===== config.mk =====
export PLATFORM = sky130hd
export DESIGN_NAME = serial_shifter
export DESIGN_NICKNAME = d
export VERILOG_FILES = /design/src/rtl/serial_shifter.sv
export SDC_FILE = /design/constraint.sdc
export NUM_CORES = 1
export LEC_CHECK = 0
export ABC_CLOCK_PERIOD_IN_PS = 1400
export BUFFER_PORTS_ARGS = -buffer_cell sky130_fd_sc_hd__buf_2
export CAP_MARGIN = 25
export CORE_ASPECT_RATIO = 2
export CORE_MARGIN = 3
export CORE_UTILIZATION = 45
export CTS_CLUSTER_DIAMETER = 200
export CTS_CLUSTER_SIZE = 30
export DETAILED_ROUTE_END_ITERATION = 7
export PLACE_DENSITY_LB_ADDON = 0.15
export SYNTH_ARGS = -nofsm -noshare
export SYNTH_HDL_FRONTEND = slang
export SYNTH_SLANG_ARGS = --single-unit

===== constraint.sdc =====
create_clock -name clk_i -period 1.4 [get_ports clk_i]
set_input_delay 0.07 -clock clk_i [delete_from_list [all_inputs] [get_ports clk_i]]
set_output_delay 0.07 -clock clk_i [all_outputs]
set_load 0.05 [all_outputs]

===== src/rtl/serial_shifter.sv =====
// rtl/serial_shifter.sv - multi-cycle 16-bit shifter (SLL/SRL/SRA/ROR), one bit per clock
// Start/Done handshake; Busy covers the whole operation including the Done cycle.
module serial_shifter (
  input  logic        clk_i,
  input  logic        rst_i,
  input  logic        start_i,
  input  logic [15:0] hyrja_i,
  input  logic [3:0]  shamt_i,
  input  logic [1:0]  funct_i,
  output logic        busy_o,
  output logic        done_o,
  output logic [15:0] result_o,
  output logic        carry_out_o
);

  typedef enum logic [1:0] {
    S_IDLE  = 2'b00,
    S_SHIFT = 2'b01,
    S_DONE  = 2'b10
  } state_t;

  typedef enum logic [1:0] {
    F_SLL = 2'b00,
    F_SRL = 2'b01,
    F_SRA = 2'b10,
    F_ROR = 2'b11
  } funct_t;

  state_t      state_q, state_d;
  funct_t      funct_q, funct_d;
  logic [15:0] result_q, result_d;
  logic [3:0]  cnt_q, cnt_d;
  logic        carry_q, carry_d;

  logic [15:0] step_result;
  logic        step_carry;

  // Single-position step of the working register for the latched operation.
  always_comb begin
    step_result = result_q;
    step_carry  = result_q[0];
    case (funct_q)
      F_SLL: begin
        step_result = {result_q[14:0], 1'b0};
        step_carry  = result_q[15];
      end
      F_SRL: step_result = {1'b0, result_q[15:1]};
      F_SRA: step_result = {result_q[15], result_q[15:1]};
      F_ROR: step_result = {result_q[0], result_q[15:1]};
      default: step_result = result_q;
    endcase
  end

  always_comb begin
    state_d  = state_q;
    funct_d  = funct_q;
    result_d = result_q;
    cnt_d    = cnt_q;
    carry_d  = carry_q;
    case (state_q)
      S_IDLE: begin
        if (start_i) begin
          result_d = hyrja_i;
          cnt_d    = shamt_i;
          funct_d  = funct_t'(funct_i);
          carry_d  = 1'b0;
          state_d  = (shamt_i != 4'd0) ? S_SHIFT : S_DONE;
        end
      end
      S_SHIFT: begin
        result_d = step_result;
        carry_d  = step_carry;
        cnt_d    = cnt_q - 4'd1;
        if (cnt_q == 4'd1) begin
          state_d = S_DONE;
        end
      end
      S_DONE: begin
        // Start is deliberately ignored here so held-high Start re-arms from IDLE.
        state_d = S_IDLE;
      end
      default: state_d = S_IDLE;
    endcase
  end

  always_ff @(posedge clk_i) begin
    if (rst_i) begin
      state_q  <= S_IDLE;
      funct_q  <= F_SLL;
      result_q <= 16'h0000;
      cnt_q    <= 4'd0;
      carry_q  <= 1'b0;
    end else begin
      state_q  <= state_d;
      funct_q  <= funct_d;
      result_q <= result_d;
      cnt_q    <= cnt_d;
      carry_q  <= carry_d;
    end
  end

  assign busy_o      = (state_q != S_IDLE);
  assign done_o      = (state_q == S_DONE);
  assign result_o    = result_q;
  assign carry_out_o = carry_q;

endmodule


# Word level (Yosys, flattened, before mapping)
# Index checks and enable logic that the tools add are counted.
[classes] n_addsub=1 n_eq_ne=9 mux=12 n_reduce_logical=9
[ops] op="$pmux W16 S4" n=1
[ops] op="$pmux W16 S2" n=1
[ops] op="$mux W16" n=1
[ops] op="$pmux W4 S2" n=1
[ops] op="$eq A2 B2 Y1 const B" n=3
[ops] op="$mux W2" n=3
[ops] op="$ne A2 B2 Y1 const B" n=3
[ops] op="$reduce_and A2 Y1" n=3
[ops] op="$eq A2 B1 Y1 const B" n=2
[ops] op="$eq A4 B1 Y1 const B" n=1
[ops] op="$logic_not A2 Y1" n=2
[ops] op="$mux W4" n=1
[ops] op="$pmux W2 S2" n=1
[ops] op="$reduce_bool A2 Y1" n=2
[ops] op="$reduce_bool A4 Y1" n=1
[ops] op="$sub A4 B1 Y4 const B" n=1
[ops] op="$reduce_and A3 Y1" n=1
[ops] op="$mux W1" n=2
[ops] op="$pmux W1 S2" n=1
[word_totals] reg_bits=25 in_bits=25 output_inout_bits=19 word_cells=37

# Depth between registers and ports, before layout
# Gate-level depths: netlist of the first run.
[depth] ltp_word=4 ltp_mapped=5 mapped_depth_nobuf=5

# Least setup slack after synthesis of the first run
# No wires, ideal clock.
[synth_path] path_type="register to register" start="reg result_q[0], in the netlist result_o[0]" end="reg result_q[15], in the netlist result_o[15]" setup_ps=96 t_arrival_ps=1227 required_ps=1304 slack_ps=78 stages_incl_launch_ff=4 cell_sequence="dfxtp_1 > and3_1 > a211oi_1 > o41ai_2"
[synth_via] elab_chain_cells=2
[synth_lines] element="start: declaration" line_no="31" rtl="logic [15:0] result_q, result_d;"
[synth_lines] element="start signal: assignment" line_no="96" rtl="result_q <= result_d;"
[synth_lines] element="$pmux W16 S4" line_no="42" rtl="case (funct_q)"
[synth_lines] element="$pmux W16 S2" line_no="60" rtl="case (state_q)"
# Every way passes these cells.
# A chain may end at the register's enable or synchronous reset.

# Worst setup path after layout of the first run
[layout_path] start="reg state_q[0]" end="out busy_o"
[layout_via] elab_chain_cells=1
[layout_lines] element="start: declaration" line_no="29" rtl="state_t state_q, state_d;"
[layout_lines] element="start signal: assignment" line_no="94" rtl="state_q <= state_d;"
[layout_lines] element="$reduce_bool A2 Y1" line_no="102" rtl="assign busy_o = (state_q != S_IDLE);"
[layout_lines] element="end: declaration" line_no="10" rtl="output logic busy_o,"
# Every way passes these cells.

==> flow_summary_export.csv, run 1 <==
group,metric,value,unit
run_status,status,"completed",
worst_setup_path,endpoint_kind,"output pin",
power,p_per_area,1140,mW/mm^2
timing,setup_viol,0,
clock_tree,cts_tree,"built",
synth,async_reset_ff_share,0,%
worst_setup_path,r2r_setup_slack,0.12,ns
worst_setup_path,critPathKind,"reg -> out",
clock_tree,clkSlewWorstSetupHoldPaths,0.09,ns
timing,tns,0,ns
final_layout,finalNonFillerCells,243,
synth,synthFlopType,"dfxtp_1",
power,ir_drop,752,uV
route,drt_iter0_markers,40,
route,first_pass_iters,4,
worst_setup_path,crit_fanout,7,
global_routing,grt_remaining_overflow,0,
floorplanning,die_y,87.0,microns
timing,hold_viol,0,
placement,finalWeightedCongestion,0.838,
worst_setup_path,required,1.33,ns
final_layout,drive_above_1_share,32.9,%
worst_setup_path,critPathArrivalTime,1.26,ns
final_layout,syn_to_final_growth,21.7,%
worst_setup_path,endpoint,"busy_o",
timing,finClkSkew,0.00626,ns
route,drc,0,
clock_tree,hold_buffers,0,
power,power_leakage,0.753,nW
floorplanning,start_util,48.4,%
placement,io_buffers,43,
route,post_drt_wl_per_cell,16.0,microns
worst_setup_path,reg2reg_depth,4,
placement,pre_cts_slack,-0.192,ns
worst_setup_path,r2r_start,"state_q[0]",
global_routing,grt_max_degree,22,
worst_setup_path,rr_endpoint,"funct_q[1]",
clock_tree,clk_path_buf_depth,2,
worst_setup_path,crit_start,"state_q[0]",
clock_tree,cts.sinks,25,
timing,period_share,95.2,%
route,wl,3.90,mm
clock_tree,cts_max_level,1,
timing,slew_viol_final,0,
floorplanning,dieArea,0.00404,sq mm
synth,synth_seq_cells,25,
global_routing,antenna_found_initial,0,
run,cap_violations,0,
global_routing,grt_usage,20.8,%
global_routing,use_met1,22.7,%
final_layout,fin_nets,241,
synth,ys_warn_count,0,
floorplanning,coreArea,0.00305,sq mm
synth,yosysSeqAreaShare,33.9,%
synth,avgSynthCellArea,8.58,sq um
global_routing,grt_pass1_vias,1477,
synth,synth_nets,199,
timing,period_needed,1.33,ns
synth,synth.distinct_cells,38,
timing,tightestPinTransition,0.331,ns
timing,fmax,750,MHz
global_routing,use_met3,1.86,%
global_routing,grtUsageMet2,38.8,%
global_routing,busiest_layer,"met2",
route,num_vias,1493,
synth,netlist_instances,172,
clock_tree,numCtsBuffers,3,
timing,relSlewSlack,77.9,%
route,via_per_inst,6.14,
timing,finalWorstSetupSlack,0.0672,ns
worst_setup_path,startpoint_type,"flip-flop",
synth,synth_edf_count,0,
route,ant_nets,0,
placement,placed_cells,239,
timing,rsz0062_at_grt,"false",
final_layout,antenna_cells,0,
floorplanning,io_pins,44,
floorplanning,num_rows,28,
hold_path,hold_path_class,"in -> reg",
clock_tree,cts_root_buf,"clkbuf_8",
floorplanning,die_w,46.5,microns
global_routing,grt_pass1_wl,6.38,mm
placement,hpwl,2.93,mm
synth,netlist_area,0.00148,sq mm
clock_tree,clock_latency,0.27,ns
[per-layer routing]
| metal | wire length, microns | vias to the layer above | share of wire [%] |
|---|---|---|---|
| met3 | 174 | 2 | 4.5 |
| met5 | 0 | - | 0 |
| li1 | - | 735 | - |
| met1 | 1510 | 702 | 39 |
| met2 | 2180 | 54 | 56 |
| met4 | 27 | 0 | 0.69 |
[registers in the layout, indices dropped and copies added, names as in the netlist]
| name | flops |
|---|---|
| result_o | 16 |
| carry_out_o | 1 |
| cnt_q | 4 |
| funct_q | 2 |
| state_q | 2 |
[kinds of logic after synthesis]
group,after synthesis,synth area share [%]
and+or+nand+nor,41,15.9
adders and majority gates,2,1.70
DFF,25,33.9
buffers and inverters,22,7.97
AOI/OAI and AO/OA,80,39.2
muxes,2,1.36
[area by class of cell]
| cell class | instances | area (sq um) |
|---|---|---|
| Fill cell | 286 | 1250 |
| Multi-Input combinational cell | 125 | 872 |
| Sequential cell | 25 | 504 |
| Timing Repair Buffer | 55 | 320 |
| Clock buffer | 3 | 41.3 |
| Tap cell | 30 | 37.5 |
| Inverter | 4 | 15.0 |
| Clock inverter | 1 | 5.00 |
[through the flow]
step	total power, mW	util (%)	hold slack (ns)	instance area, sq um
after CTS	2.04	58.3	0.0728	1780
after floorplan	1.41	-	0.213	1480
final	2.04	58.9	0.0782	1800
after global routing	2.16	58.9	0.0644	1800
after global placement	1.61	56.7	0.337	1730
after detailed placement	1.62	56.7	0.353	1730
[timing repair]
action / CTS / global route
setup buffers: 0 / 0
setup endpoints to repair: 10 / 18
resized for setup: 1 / 8
[cells in the final DEF, fill, tap and decap left out, drive strengths merged, types with 2 or more instances in the layout]
cell type  instances
buf               55
dfxtp             25
a211oi            19
o21ai             18
o211ai            16
nand3             16
o21a              15
nor2               6
inv                4
a21oi              4
nand2              3
clkbuf             3
nor3b              3
nor2b              2
mux2i              2
or3                2
ha                 2
nand2b             2
[Yosys cell counts (2+ instances only)]
| library cell | number | area share, % |
|---|---|---|
| nor2b_1 | 2 | 0.85 |
| mux2i_1 | 2 | 1.4 |
| nor2_1 | 6 | 1.5 |
| o21a_1 | 15 | 7.6 |
| nand2b_1 | 2 | 0.85 |
| a211oi_1 | 19 | 9.7 |
| or3_1 | 2 | 0.85 |
| clkbuf_1 | 6 | 1.5 |
| dfxtp_1 | 25 | 34 |
| o21ai_0 | 8 | 2.7 |
| o211ai_1 | 16 | 8.1 |
| nor3b_1 | 2 | 1.0 |
| inv_1 | 4 | 1.0 |
| nand3_1 | 16 | 5.4 |
| nand2_1 | 3 | 0.76 |
| buf_4 | 2 | 1.0 |
| o21ai_1 | 10 | 3.4 |
| buf_2 | 8 | 2.7 |
| ha_1 | 2 | 1.7 |
| a21oi_1 | 4 | 1.4 |
[report_power, final]
group | switching [mW] | total, mW | internal (mW)
clock network | 0.224 | 0.423 | 0.199
registers | 0.0832 | 0.876 | 0.792
logic | 0.491 | 0.744 | 0.254
total | 0.798 | 2.04 | 1.24
[worst max-delay path, stage by stage (launching register included)]
cell,delay (ns)
dfxtp_2,0.36
buf_4,0.17
or2_2,0.27
buf_4,0.19
[how the worst min path moves through the flow]
stage,to,slack [ns],from,cells after the start
after floorplan,cnt_q[3],0.21,shamt_i[3],2
after global placement,cnt_q[3],0.34,shamt_i[3],3
after detailed placement,funct_q[1],0.35,funct_i[1],3
after CTS,cnt_q[3],0.07,shamt_i[3],3
after global routing,cnt_q[3],0.06,shamt_i[3],3
final,cnt_q[3],0.08,shamt_i[3],3
Note: power is estimated with default switching activity, not from simulation.
==> inputs of run 2 (changes only) <==
- BUFFER_PORTS_ARGS: -buffer_cell sky130_fd_sc_hd__buf_2 -> -buffer_cell sky130_fd_sc_hd__clkbuf_2
==> run 2 against run 1 <==
Effect of this change:
- clock power grew 3%
- count of clock-buffer cells in the layout up 1
- die area unchanged
- first-iteration DRC count rose by 7.5%
- cell area rose by 0.14%
- final cell count unchanged
- sequential power about the same
- core utilization is 0.082 points higher
- non-clock buffer count unchanged
- combinational power barely moved
- highest routed layer unchanged
- sequential share of layout area about the same
==> flow_summary_export.csv, run 2 (synthesized netlist as in run 1, its figures left out) <==
group,metric,value,unit
run_status,status,"completed",
worst_setup_path,required,1.33,ns
worst_setup_path,startpoint_type,"flip-flop",
floorplanning,num_rows,28,
run,cap_violations,0,
placement,placed_area,0.00173,sq mm
final_layout,layout_commonest_cell,"clkbuf_2",
worst_setup_path,crit_fanout,7,
route,ant_nets,0,
timing,tightestPinTransition,0.343,ns
final_layout,finalNonFillerCells,243,
route,num_vias,1455,
worst_setup_path,reg2reg_depth,5,
clock_tree,cts.sinks,25,
placement,finalWeightedCongestion,0.833,
floorplanning,start_util,48.4,%
timing,hold_viol,0,
timing,fmax,751,MHz
power,power.total,2.05,mW
worst_setup_path,critPathKind,"reg -> out",
global_routing,grt_usage,21.2,%
global_routing,grt_max_degree,22,
timing,period_needed,1.33,ns
route,first_pass_iters,4,
power,ir_drop,713,uV
final_layout,design_area,0.00180,sq mm
global_routing,antenna_found_initial,0,
clock_tree,clk_path_buf_depth,2,
final_layout,syn_to_final_growth,21.9,%
clock_tree,numCtsBuffers,3,
placement,hpwl,2.85,mm
route,drc,0,
global_routing,grt_pass1_wl,6.48,mm
clock_tree,cts_tree,"built",
floorplanning,coreArea,0.00305,sq mm
worst_setup_path,r2r_start,"state_q[0]",
route,post_drt_wl_per_cell,16.1,microns
clock_tree,cts_root_buf,"clkbuf_8",
worst_setup_path,endpoint_kind,"output pin",
route,drt_iter0_markers,43,
worst_setup_path,critPathMaxStageDelay,0.36,ns
hold_path,whs_path_depth,3,
final_layout,drive_above_1_share,32.4,%
worst_setup_path,crit_top_cell,"buf_4",
floorplanning,io_pins,44,
timing,slew_viol_final,0,
placement,placed_cells,239,
worst_setup_path,critPathArrivalTime,1.26,ns
power,power_leakage,0.746,nW
timing,finClkSkew,0.00847,ns
hold_path,hold_path_class,"in -> reg",
timing,setup_viol,0,
worst_setup_path,worstPathCellList,"buf_4 > or2_2 > buf_4",
worst_setup_path,endpoint,"busy_o",
worst_setup_path,r2r_setup_slack,0.12,ns
worst_setup_path,crit_start,"state_q[0]",
clock_tree,cts_max_level,1,
final_layout,fin_nets,241,
timing,relSlewSlack,77.1,%
placement,io_buffers,43,
hold_path,min_from,"shamt_i[3]",
global_routing,grt_remaining_overflow,0,
floorplanning,die_w,46.5,microns
route,wl,3.90,mm
timing,period_share,95.1,%
clock_tree,cts_setup_buffers,0,
power,p_per_area,1140,mW/mm^2
final_layout,mostFrequentLayoutCells,"42 x clkbuf_2, 22 x dfxtp_1, 19 x a211oi_1",
timing,rsz0062_at_grt,"false",
floorplanning,dieArea,0.00404,sq mm
route,via_per_inst,5.99,
clock_tree,clock_latency,0.27,ns
final_layout,largest_register_ffs,16,
clock_tree,clkSlewWorstSetupHoldPaths,0.09,ns
global_routing,grt_pass1_vias,1404,
floorplanning,die_y,87.0,microns
final_layout,antenna_cells,0,
worst_setup_path,crit_slowest_cell,"dfxtp_2",
worst_setup_path,rr_endpoint,"result_o[15]",
run 2: changes by cell type in the layout (fill, tap and decap cells not counted):
cell / previous run / this run
buf_2: 42 / 0
clkbuf_2: 0 / 42
buf_4: 12 / 11
buf_6: 0 / 1
clkbuf_1: 0 / 1
clkinv_2: 1 / 0
run 2: timing repair:
action | in CTS | in global routing
hold buffers | 0 | 0
gates resized for setup | 2 | 8
pin swaps | 0 | 0
setup endpoints to repair | 15 | 15
cloned | 0 | 0
run 2: worst max-delay path, delay by kind of cell, from the launching register on:
| kind | cells | cell delay, ns |
|---|---|---|
| flops | 1 | 0.36 |
| buf+inv | 2 | 0.36 |
| simple gates | 1 | 0.27 |
run 2: worst min path at each step:
stage	endpoint	slack [ns]
after floorplan	cnt_q[3]	0.21
after global placement	cnt_q[3]	0.32
after detailed placement	funct_q[1]	0.34
after CTS	funct_q[1]	0.05
after global routing	cnt_q[3]	0.04
final	cnt_q[3]	0.05
run 2: layout make-up:
| type | count | area [sq um] |
|---|---|---|
| Fill cell | 305 | 1250 |
| Clock buffer | 4 | 45.0 |
| Sequential cell | 25 | 504 |
| Timing Repair Buffer | 55 | 324 |
| Tap cell | 30 | 37.5 |
| Inverter | 4 | 15.0 |
| Multi-Input combinational cell | 125 | 872 |
run 2: metrics by stage:
stage	worst slack, ns	TNS (ns)	utilization [%]	hold slack [ns]
3_3_place_gp	-0.162	-0.162	56.7	0.323
3_5_place_dp	-0.194	-0.287	56.7	0.340
6_report	0.0692	0	59.0	0.0451
5_1_grt	0.0170	0	59.0	0.0353
4_1_cts	0.0164	0	58.3	0.0477
2_1_floorplan	0.0778	0	-	0.213
run 2: report_power, final:
part           internal (mW)  total, mW  switching (mW)  leakage, nW
Sequential             0.792      0.876          0.0840        0.208
Clock                  0.204      0.437           0.233       0.0228
Combinational          0.253      0.742           0.489        0.515
run 2: layer usage:
metal  track usage, %  routed length [microns]  vias up
li1                 -                        -      734
met1             25.4                     1600      679
met2             36.9                     2100       40
met3             2.07                      173        2
met4             7.77                       32        0
met5                0                        0        -
==> inputs of run 3 (changes only) <==
- CORE_UTILIZATION: 45 -> 40
- GPL_TIMING_DRIVEN: unset -> 0
==> run 3 against run 2 <==
Effect of this change:
- die area up 11%
- critical path depth unchanged
- via count is 6.5% higher
- worst hold slack got worse by 0.013 ns
- sequential power hardly changed
- routed wire length rose by 10%
- largest cell class unchanged
- register-to-register slack got worse by 0.04 ns
- cell area up 1.5%
- sequential share of layout area fell by 0.56 points
- critical endpoint unchanged
- setup slack got worse by 0.0093 ns
==> flow_summary_export.csv, run 3 (synthesized netlist as in run 1, its figures left out) <==
group,metric,value,unit
timing,relSlewSlack,65.5,%
worst_setup_path,critPathArrivalTime,1.27,ns
route,via_per_inst,5.80,
clock_tree,cts_tree,"built",
final_layout,syn_to_final_growth,23.7,%
final_layout,fin_nets,247,
route,drc,0,
timing,finClkSkew,0.00323,ns
route,num_vias,1549,
global_routing,grt_remaining_overflow,0,
placement,io_buffers,43,
final_layout,drive_above_1_share,31.5,%
global_routing,grt_usage,19.3,%
clock_tree,clk_path_buf_depth,2,
timing,finalWorstSetupSlack,0.0599,ns
placement,placed_area,0.00175,sq mm
power,power_leakage,0.754,nW
route,first_pass_iters,4,
timing,period_needed,1.34,ns
placement,hpwl,3.31,mm
power,ir_drop,758,uV
worst_setup_path,required,1.33,ns
clock_tree,numCtsBuffers,3,
timing,slew_viol_final,0,
run_status,status,"completed",
timing,setup_viol,0,
final_layout,layout_commonest_cell,"clkbuf_2",
floorplanning,start_util,42.7,%
hold_path,hold_path_class,"in -> reg",
clock_tree,clkSlewWorstSetupHoldPaths,0.09,ns
placement,finalWeightedCongestion,0.843,
clock_tree,cts_setup_buffers,0,
route,drt_iter0_markers,38,
timing,tns,0,ns
clock_tree,cts_max_level,1,
worst_setup_path,endpoint_kind,"output pin",
timing,holdWs,0.0319,ns
clock_tree,cts_root_buf,"clkbuf_8",
global_routing,grt_pass1_vias,1500,
timing,fmax,746,MHz
final_layout,largest_register_ffs,16,
floorplanning,die_w,48.9,microns
floorplanning,io_pins,44,
worst_setup_path,startpoint_type,"flip-flop",
clock_tree,clock_latency,0.27,ns
final_layout,mostFrequentLayoutCells,"44 x clkbuf_2, 24 x dfxtp_1, 18 x a211oi_1",
timing,rsz0062_at_grt,"false",
run,cap_violations,0,
worst_setup_path,critPathKind,"reg -> out",
global_routing,grt_pass1_wl,6.96,mm
final_layout,design_area,0.00183,sq mm
timing,period_share,95.7,%
floorplanning,coreArea,0.00345,sq mm
placement,pre_cts_slack,-0.0150,ns
timing,hold_viol,0,
route,wl,4.30,mm
timing,tightestPinTransition,0.517,ns
global_routing,grt_max_degree,16,
global_routing,antenna_found_initial,0,
floorplanning,dieArea,0.00450,sq mm
power,p_per_area,1130,mW/mm^2
final_layout,antenna_cells,0,
route,post_drt_wl_per_cell,16.1,microns
clock_tree,cts.sinks,25,
worst_setup_path,crit_fanout,10,
route,ant_nets,0,
floorplanning,die_y,91.9,microns
floorplanning,num_rows,30,
==> run 3: per-stage QoR <==
step | power [mW] | utilization [%] | instances
2_1_floorplan | 1.41 | - | 172
3_3_place_gp | 1.61 | 50.7 | 263
3_5_place_dp | 1.63 | 50.7 | 263
4_1_cts | 2.07 | 52.2 | 267
5_1_grt | 2.18 | 52.9 | 267
6_report | 2.07 | 52.9 | 267
==> run 3: path summary, 6_finish.rpt <==
kind               start          end  slack [ns]  cells after the start
max           state_q[1]       busy_o        0.06                      3
min           funct_i[0]   funct_q[0]        0.03                      3
max reg2reg   funct_q[1]  result_o[7]        0.08                      4
min reg2reg  carry_out_o  carry_out_o        0.47                      2
==> run 3: worst max-delay path, stage by stage, from the launching register on <==
cell and delay [ns]:
dfxtp_1 0.33, clkbuf_4 0.19, or2_2 0.30, buf_4 0.19
==> run 3: power breakdown <==
part           internal (mW)  switching, mW  leakage (nW)
clock                  0.202          0.244        0.0217
combinational          0.246          0.503         0.525
sequential             0.792         0.0828         0.207
total                   1.24          0.830         0.754
==> run 3: area by class of cell <==
type | instances | area, sq um
Fill cell | 363 | 1630
Multi-Input combinational cell | 125 | 862
Sequential cell | 25 | 502
Timing Repair Buffer | 43 | 220
Buffer | 18 | 118
Tap cell | 48 | 60.1
Clock buffer | 3 | 41.3
Inverter | 4 | 15.0
Clock inverter | 1 | 7.51
==> run 3: routing by layer <==
metal  global-route usage [%]  part of all wire [%]  vias to the layer above
met4                     7.84                   2.2                        0
met5                        0                     0                        -
met3                     2.11                   5.1                        8
met2                     36.9                    53                       64
li1                         -                     -                      749
met1                     20.7                    40                      728
==> run 3: what timing repair did <==
item	in CTS	in global routing
endpoints found under the setup margin	5	14
hold buffers	0	0
gates resized for setup	3	11
pin swaps	0	0
